File: src/rtl/fetch_pkg.sv
`default_nettype none
// ============================================================================
// fetch_pkg
// Shared fetch-mux select codes and fetch-controller state encoding.
// Rev 1.0 - initial release
// ============================================================================
package fetch_pkg;

    typedef enum logic [3:0] {
        SEL_INIT   = 4'h0,
        SEL_NEXT   = 4'h1,
        SEL_BRANCH = 4'h2,
        SEL_EXC    = 4'h3,
        SEL_HOLD   = 4'h4
    } sel_t;

    typedef enum logic [1:0] {
        ST_BOOT   = 2'd0,
        ST_RUN    = 2'd1,
        ST_SHADOW = 2'd2,
        ST_HALT   = 2'd3
    } state_t;

endpackage
`default_nettype wire

File: src/rtl/fetch_ctrl_if.sv
`default_nettype none
// ============================================================================
// fetch_ctrl_if
// Control/status bundle between the fetch controller and its environment.
// Rev 1.0 - initial release
// ============================================================================
interface fetch_ctrl_if #(
    parameter int CNT_W = 16
);
    import fetch_pkg::*;

    logic             run;
    logic             stall;
    logic             branch_taken;
    logic             exc_req;
    logic             halt_req;
    logic             resume;
    sel_t             sel;
    logic             fetch_en;
    logic             flush;
    logic             instr_valid;
    logic             halted;
    logic [CNT_W-1:0] fetch_count;

    modport master (
        input  run, stall, branch_taken, exc_req, halt_req, resume,
        output sel, fetch_en, flush, instr_valid, halted, fetch_count
    );

    modport slave (
        output run, stall, branch_taken, exc_req, halt_req, resume,
        input  sel, fetch_en, flush, instr_valid, halted, fetch_count
    );
endinterface
`default_nettype wire

File: src/rtl/fetch_ctrl_cnt.sv
`default_nettype none
// ============================================================================
// fetch_ctrl_cnt
// Free-running fetch counter with enable and synchronous clear; wraps silently.
// Rev 1.0 - initial release
// ============================================================================
module fetch_ctrl_cnt #(
    parameter int CNT_W = 16
) (
    input  logic             clk,
    input  logic             reset,
    input  logic             en,
    input  logic             clear,
    output logic [CNT_W-1:0] count
);
    localparam logic [CNT_W-1:0] C_ONE = {{(CNT_W-1){1'b0}}, 1'b1};

    logic [CNT_W-1:0] r_count;

    always_ff @(posedge clk or negedge reset) begin
        if (!reset) begin
            r_count <= '0;
        end else if (clear) begin
            r_count <= '0;
        end else if (en) begin
            r_count <= r_count + C_ONE;
        end
    end

    assign count = r_count;
endmodule
`default_nettype wire

File: src/rtl/fetch_ctrl.sv
`default_nettype none
// ============================================================================
// fetch_ctrl
// Fetch sequencing FSM: boot, sequential fetch, redirect shadow and halt.
// Rev 1.0 - initial release
// ============================================================================
module fetch_ctrl
    import fetch_pkg::*;
#(
    parameter int CNT_W = 16
) (
    input  logic          clk,
    input  logic          reset,
    fetch_ctrl_if.master  bus
);
    state_t           r_state;
    state_t           w_next;
    sel_t             w_sel;
    logic             w_fetch_en;
    logic             w_flush;
    logic             r_instr_valid;
    logic             r_halted;
    logic [CNT_W-1:0] w_count;

    always_ff @(posedge clk or negedge reset) begin
        if (!reset) begin
            r_state <= ST_BOOT;
        end else begin
            r_state <= w_next;
        end
    end

    always_comb begin
        w_next = r_state;
        case (r_state)
            ST_BOOT: begin
                if (bus.run) w_next = ST_RUN;
            end
            ST_RUN, ST_SHADOW: begin
                if (bus.halt_req) begin
                    w_next = ST_HALT;
                end else if (bus.exc_req) begin
                    w_next = ST_SHADOW;
                end else if (bus.branch_taken && (r_state == ST_RUN)) begin
                    w_next = ST_SHADOW;
                end else if (!bus.stall) begin
                    w_next = ST_RUN;
                end
            end
            ST_HALT: begin
                if (bus.resume) w_next = ST_RUN;
            end
            default: w_next = ST_BOOT;
        endcase
    end

    // A branch seen while in SHADOW is on the wrong path and is dropped.
    always_comb begin
        w_sel      = SEL_HOLD;
        w_fetch_en = 1'b0;
        w_flush    = 1'b0;
        case (r_state)
            ST_BOOT: begin
                w_sel      = SEL_INIT;
                w_fetch_en = bus.run;
            end
            ST_RUN, ST_SHADOW: begin
                if (bus.halt_req) begin
                    w_flush = 1'b1;
                end else if (bus.exc_req) begin
                    w_sel      = SEL_EXC;
                    w_fetch_en = 1'b1;
                    w_flush    = 1'b1;
                end else if (bus.branch_taken && (r_state == ST_RUN)) begin
                    w_sel      = SEL_BRANCH;
                    w_fetch_en = 1'b1;
                    w_flush    = 1'b1;
                end else if (!bus.stall) begin
                    w_sel      = SEL_NEXT;
                    w_fetch_en = 1'b1;
                end
            end
            default: begin
                w_sel = SEL_HOLD;
            end
        endcase
    end

    always_ff @(posedge clk or negedge reset) begin
        if (!reset) begin
            r_instr_valid <= 1'b0;
            r_halted      <= 1'b0;
        end else begin
            r_instr_valid <= w_fetch_en;
            r_halted      <= (w_next == ST_HALT);
        end
    end

    fetch_ctrl_cnt #(
        .CNT_W (CNT_W)
    ) u_cnt (
        .clk   (clk),
        .reset (reset),
        .en    (w_fetch_en),
        .clear (1'b0),
        .count (w_count)
    );

    assign bus.sel         = w_sel;
    assign bus.fetch_en    = w_fetch_en;
    assign bus.flush       = w_flush;
    assign bus.instr_valid = r_instr_valid;
    assign bus.halted      = r_halted;
    assign bus.fetch_count = w_count;
endmodule
`default_nettype wire
File: src/flat_wrapper.sv
// flat-port wrapper written by rule: the top's interface ports become plain ports
module fetch_ctrl_flat import fetch_pkg::*;
#(
    parameter int CNT_W = 16
)
  (clk, reset, bus_run, bus_stall, bus_branch_taken, bus_exc_req, bus_halt_req, bus_resume, bus_sel, bus_fetch_en, bus_flush, bus_instr_valid, bus_halted, bus_fetch_count);
  fetch_ctrl_if #(.CNT_W(CNT_W)) bus_i ();
  input  logic clk;
  input  logic reset;
  input wire logic [$bits(bus_i.run)-1:0] bus_run;
  input wire logic [$bits(bus_i.stall)-1:0] bus_stall;
  input wire logic [$bits(bus_i.branch_taken)-1:0] bus_branch_taken;
  input wire logic [$bits(bus_i.exc_req)-1:0] bus_exc_req;
  input wire logic [$bits(bus_i.halt_req)-1:0] bus_halt_req;
  input wire logic [$bits(bus_i.resume)-1:0] bus_resume;
  output wire logic [$bits(bus_i.sel)-1:0] bus_sel;
  output wire logic [$bits(bus_i.fetch_en)-1:0] bus_fetch_en;
  output wire logic [$bits(bus_i.flush)-1:0] bus_flush;
  output wire logic [$bits(bus_i.instr_valid)-1:0] bus_instr_valid;
  output wire logic [$bits(bus_i.halted)-1:0] bus_halted;
  output wire logic [$bits(bus_i.fetch_count)-1:0] bus_fetch_count;
  assign bus_i.run = bus_run;
  assign bus_i.stall = bus_stall;
  assign bus_i.branch_taken = bus_branch_taken;
  assign bus_i.exc_req = bus_exc_req;
  assign bus_i.halt_req = bus_halt_req;
  assign bus_i.resume = bus_resume;
  assign bus_sel = bus_i.sel;
  assign bus_fetch_en = bus_i.fetch_en;
  assign bus_flush = bus_i.flush;
  assign bus_instr_valid = bus_i.instr_valid;
  assign bus_halted = bus_i.halted;
  assign bus_fetch_count = bus_i.fetch_count;
  fetch_ctrl #(.CNT_W(CNT_W)) u_core (.clk(clk), .reset(reset), .bus(bus_i));
endmodule
File: config.mk
export PLATFORM = sky130hd
export DESIGN_NAME = fetch_ctrl_flat
export DESIGN_NICKNAME = d
export VERILOG_FILES = /design/src/rtl/fetch_pkg.sv /design/src/rtl/fetch_ctrl_if.sv /design/src/rtl/fetch_ctrl_cnt.sv /design/src/rtl/fetch_ctrl.sv /design/src/flat_wrapper.sv
export SDC_FILE = /design/constraint.sdc
export NUM_CORES = 1
export LEC_CHECK = 0
export BUFFER_PORTS_ARGS = -buffer_cell sky130_fd_sc_hd__buf_2
export CAP_MARGIN = 5
export CORE_ASPECT_RATIO = 1.2
export CORE_MARGIN = 3
export CORE_UTILIZATION = 50
export DETAILED_ROUTE_END_ITERATION = 12
export GPL_ROUTABILITY_DRIVEN = 0
export HOLD_SLACK_MARGIN = 0.15
export PLACE_DENSITY = 0.8
export SYNTH_ARGS = -nofsm -noshare
export SYNTH_HDL_FRONTEND = slang
export SYNTH_SLANG_ARGS = --single-unit
File: constraint.sdc
create_clock -name clk -period 2.8 [get_ports clk]
set_clock_uncertainty 0.2 [all_clocks]
set_input_delay 0.42 -clock clk [delete_from_list [all_inputs] [get_ports clk]]
set_output_delay 0.42 -clock clk [all_outputs]
set_load 0.005 [all_outputs]
==> summary.md <==
| Metric | Value |
|---|---|
| Outcome | `finished, final reports clean` |
| DRC violation count after routing | `0` |
| RSZ-0062 raised after global routing | `no` |
| Cell count of the worst hold path | `1` |
| Min-delay worst type | `register to register` |
| R2R depth | `7` |
| Main synth FF type | `dfrtp_1` |
| Flop pwr share | `0.365` |
| Clock power frac | `0.201` |
| Combinational group share of total power | `0.434` |
| Core footprint | `1940 um^2` |
| Worst hold slack | `275 ps` |
| Leak | `0.637 nW` |
| Clock root buffer master | `clkbuf_4` |
| Max Root-Sink Buffers | `2` |
| Inserted Diodes | `0` |
| Slew Limit Fails | `0` |
| Die height | `56.5 um` |
| Share of the synthesized area in the top cell type | `0.471` |
| Min-delay src | `u_core.u_cnt.count[15]` |
| Internal | `0.745 mW` |
| Hold Path Sink | `u_core.u_cnt.count[15]` |
| Psw | `0.435 mW` |
| DR pass1 iterations | `4` |
| Layout Nets | `147` |
| Syn. warnings | `0` |
| Port bufs | `30` |
| Final setup vio count | `0` |
| Post-CTS Resized | `0` |
| Post-Syn Area per Cell | `10.7 um^2` |
| EDFF count, synth | `0` |
| Post-layout minimum cycle time | `2610 ps` |
| Worst R2R Setup Slack | `510 ps` |
| IO Count | `32` |
| CP Max Fanout | `7` |
| Area grow syn2layout | `22.5%` |
| Sink Count | `20` |
| Synth cell count leaders | `dfrtp_1, xnor2_1, nand4_1` |
| Post-route ant nets | `0` |
| Largest net degree at the start of global routing | `21` |
| Sequential area share after synthesis | `0.471` |
| DRT iter0 DRCs | `14` |
| GR Overflow Total | `0` |
| Die Span X | `48.1 um` |
| First-pass GRT wire length | `3640 um` |
| CTS tree | `done` |
| GRT Total Usage | `0.184` |
| Clock Latency Late Sink | `310 ps` |
| Net Sw Frac | `0.369` |
| Seq cells post-synth | `20` |
| Die area | `2720 um^2` |
| Final hold vios | `0` |
| Detailed placement HPWL | `1590 um` |
| Synth area leaders | `dfrtp_1, xnor2_1, ha_1, nand4_1, a221oi_4` |
| CP required | `2180 ps` |
| Period utilisation layout | `0.932` |
| Async set or reset register ratio after synthesis | `1.00` |
| Initial antenna violation count | `0` |
| Routed WL per cell | `13.0 um` |
| Mapped cell area | `1060 um^2` |
| Starting Density | `0.549` |
| Syn_nets | `112` |
| Fillers | `151` |
| Post-Synthesis Cells | `99` |
| Setup TNS | `0 ps` |
| Pre-CTS WS | `554 ps` |
| H-tree depth | `1` |
| Critical path class | `register to output pin` |
| Max Cap Viol | `0` |
| Synth cell types | `31` |
| Clock transition at path regs | `120 ps` |
| RR Endpoint | `u_core.u_cnt.count[5]` |
| Via count | `832` |
| Setup WS post-layout | `191 ps` |
| Max Clk Rate | `0.383 GHz` |
| CP startpoint kind | `register` |
| Vias in the first global route | `846` |
| Row Count | `17` |
| Share of post-route cells with drive strength above 1 | `0.286` |
| Total power divided by cell area | `906 nW/um^2` |
| RR Startpoint | `u_core.r_state[0]` |
| Arrival @ worst endpoint | `1990 ps` |
| Routed Wire Length | `2100 um` |
| Area leader, netlist | `dfrtp_1` |
| VDD IR max | `0.666 mV` |
| Cts bufs inserted | `3` |
| Endpoint type of the worst setup path | `output pin` |
| DR vias/cell | `5.17` |
| Most common cell in the netlist | `dfrtp_1` |
## cell usage in the layout (no fill, tap or decap), types with 2 or more instances in the layout
| cell type | count |
|---|---|
| a21oi_1 | 5 |
| and3_1 | 2 |
| and4_1 | 2 |
| buf_2 | 30 |
| clkbuf_4 | 3 |
| dfrtp_1 | 20 |
| dlygate4sd3_1 | 2 |
| ha_1 | 5 |
| inv_1 | 5 |
| nand2_1 | 5 |
| nand3_1 | 5 |
| nand4_1 | 9 |
| nor2_1 | 5 |
| nor3_1 | 2 |
| xnor2_1 | 14 |
## through the flow
step / util / instance area (um^2) / power [mW] / std cells
6_report: 0.673 / 1300 / 1.18 / 161
3_5_place_dp: 0.635 / 1230 / 0.947 / 155
4_1_cts: 0.673 / 1300 / 1.19 / 161
5_1_grt: 0.673 / 1300 / 1.28 / 161
2_1_floorplan: - / 1060 / 0.785 / 99
3_3_place_gp: 0.635 / 1230 / 0.927 / 155
## final cells by class
type | count | area [um^2] | share of cell area
clock buffer | 3 | 22.5 | 0.0173
clock inverter | 1 | 30.0 | 0.0231
inverter | 5 | 18.8 | 0.0144
multi-input combinational | 71 | 518 | 0.398
sequential | 20 | 500 | 0.384
tap | 28 | 35.0 | 0.0269
timing repair buffer | 33 | 178 | 0.136
## power by group through the flow
stage	combinational [mW]	clock [mW]	sequential [mW]
floorplan	0.355	0	0.430
global placement	0.496	0	0.432
detailed placement	0.511	0	0.436
CTS	0.517	0.241	0.432
global route	0.586	0.251	0.447
finish	0.512	0.237	0.431
## sequential cells by signal (all words and copies together) (netlist names)
name	flops
u_core.bus.instr_valid	1
u_core.bus.halted	1
u_core.u_cnt.count	16
u_core.r_state	2
## worst max path at each step
| stage | from | to | slack (ps) |
|---|---|---|---|
| after global placement | u_core.r_state[0] | u_core.u_cnt.count[11] | 630 |
| after CTS | u_core.r_state[0] | bus_fetch_en | 200 |
| after floorplan | u_core.r_state[0] | bus_fetch_en | 680 |
| after detailed placement | u_core.r_state[0] | u_core.u_cnt.count[11] | 550 |
| final | u_core.r_state[0] | bus_fetch_en | 190 |
| after global routing | u_core.r_state[0] | bus_fetch_en | 20 |
## worst max-delay path, stage by stage, from the launching register on
cell      delay (ps)
dfrtp_1          450
inv_1            100
ha_1             400
nand2b_2         120
a221oi_4         430
buf_2            190
## cell families after synthesis
group / synth area share
simple gates: 0.182
flops: 0.471
xor+xnor: 0.124
compound gates: 0.0988
buf+inv: 0.0423
fa+ha+maj: 0.0588
mux: 0.0200
other cells: 0.00353
## routing by layer
layer  up-vias  share of wire  global-route usage
met3         5          0.051              0.0192
met2        33           0.48               0.301
met1       381           0.44               0.217
met5         -              0                   0
met4         0          0.030               0.112
li1        413              -                   -
## timing repair
action | in CTS | in global routing
endpoints found under the hold margin | 21 | 0
buffers inserted | 0 | 0
hold buffers | 2 | 0
endpoints found under the setup margin | 0 | 0
(Power assumes the default switching activity.)
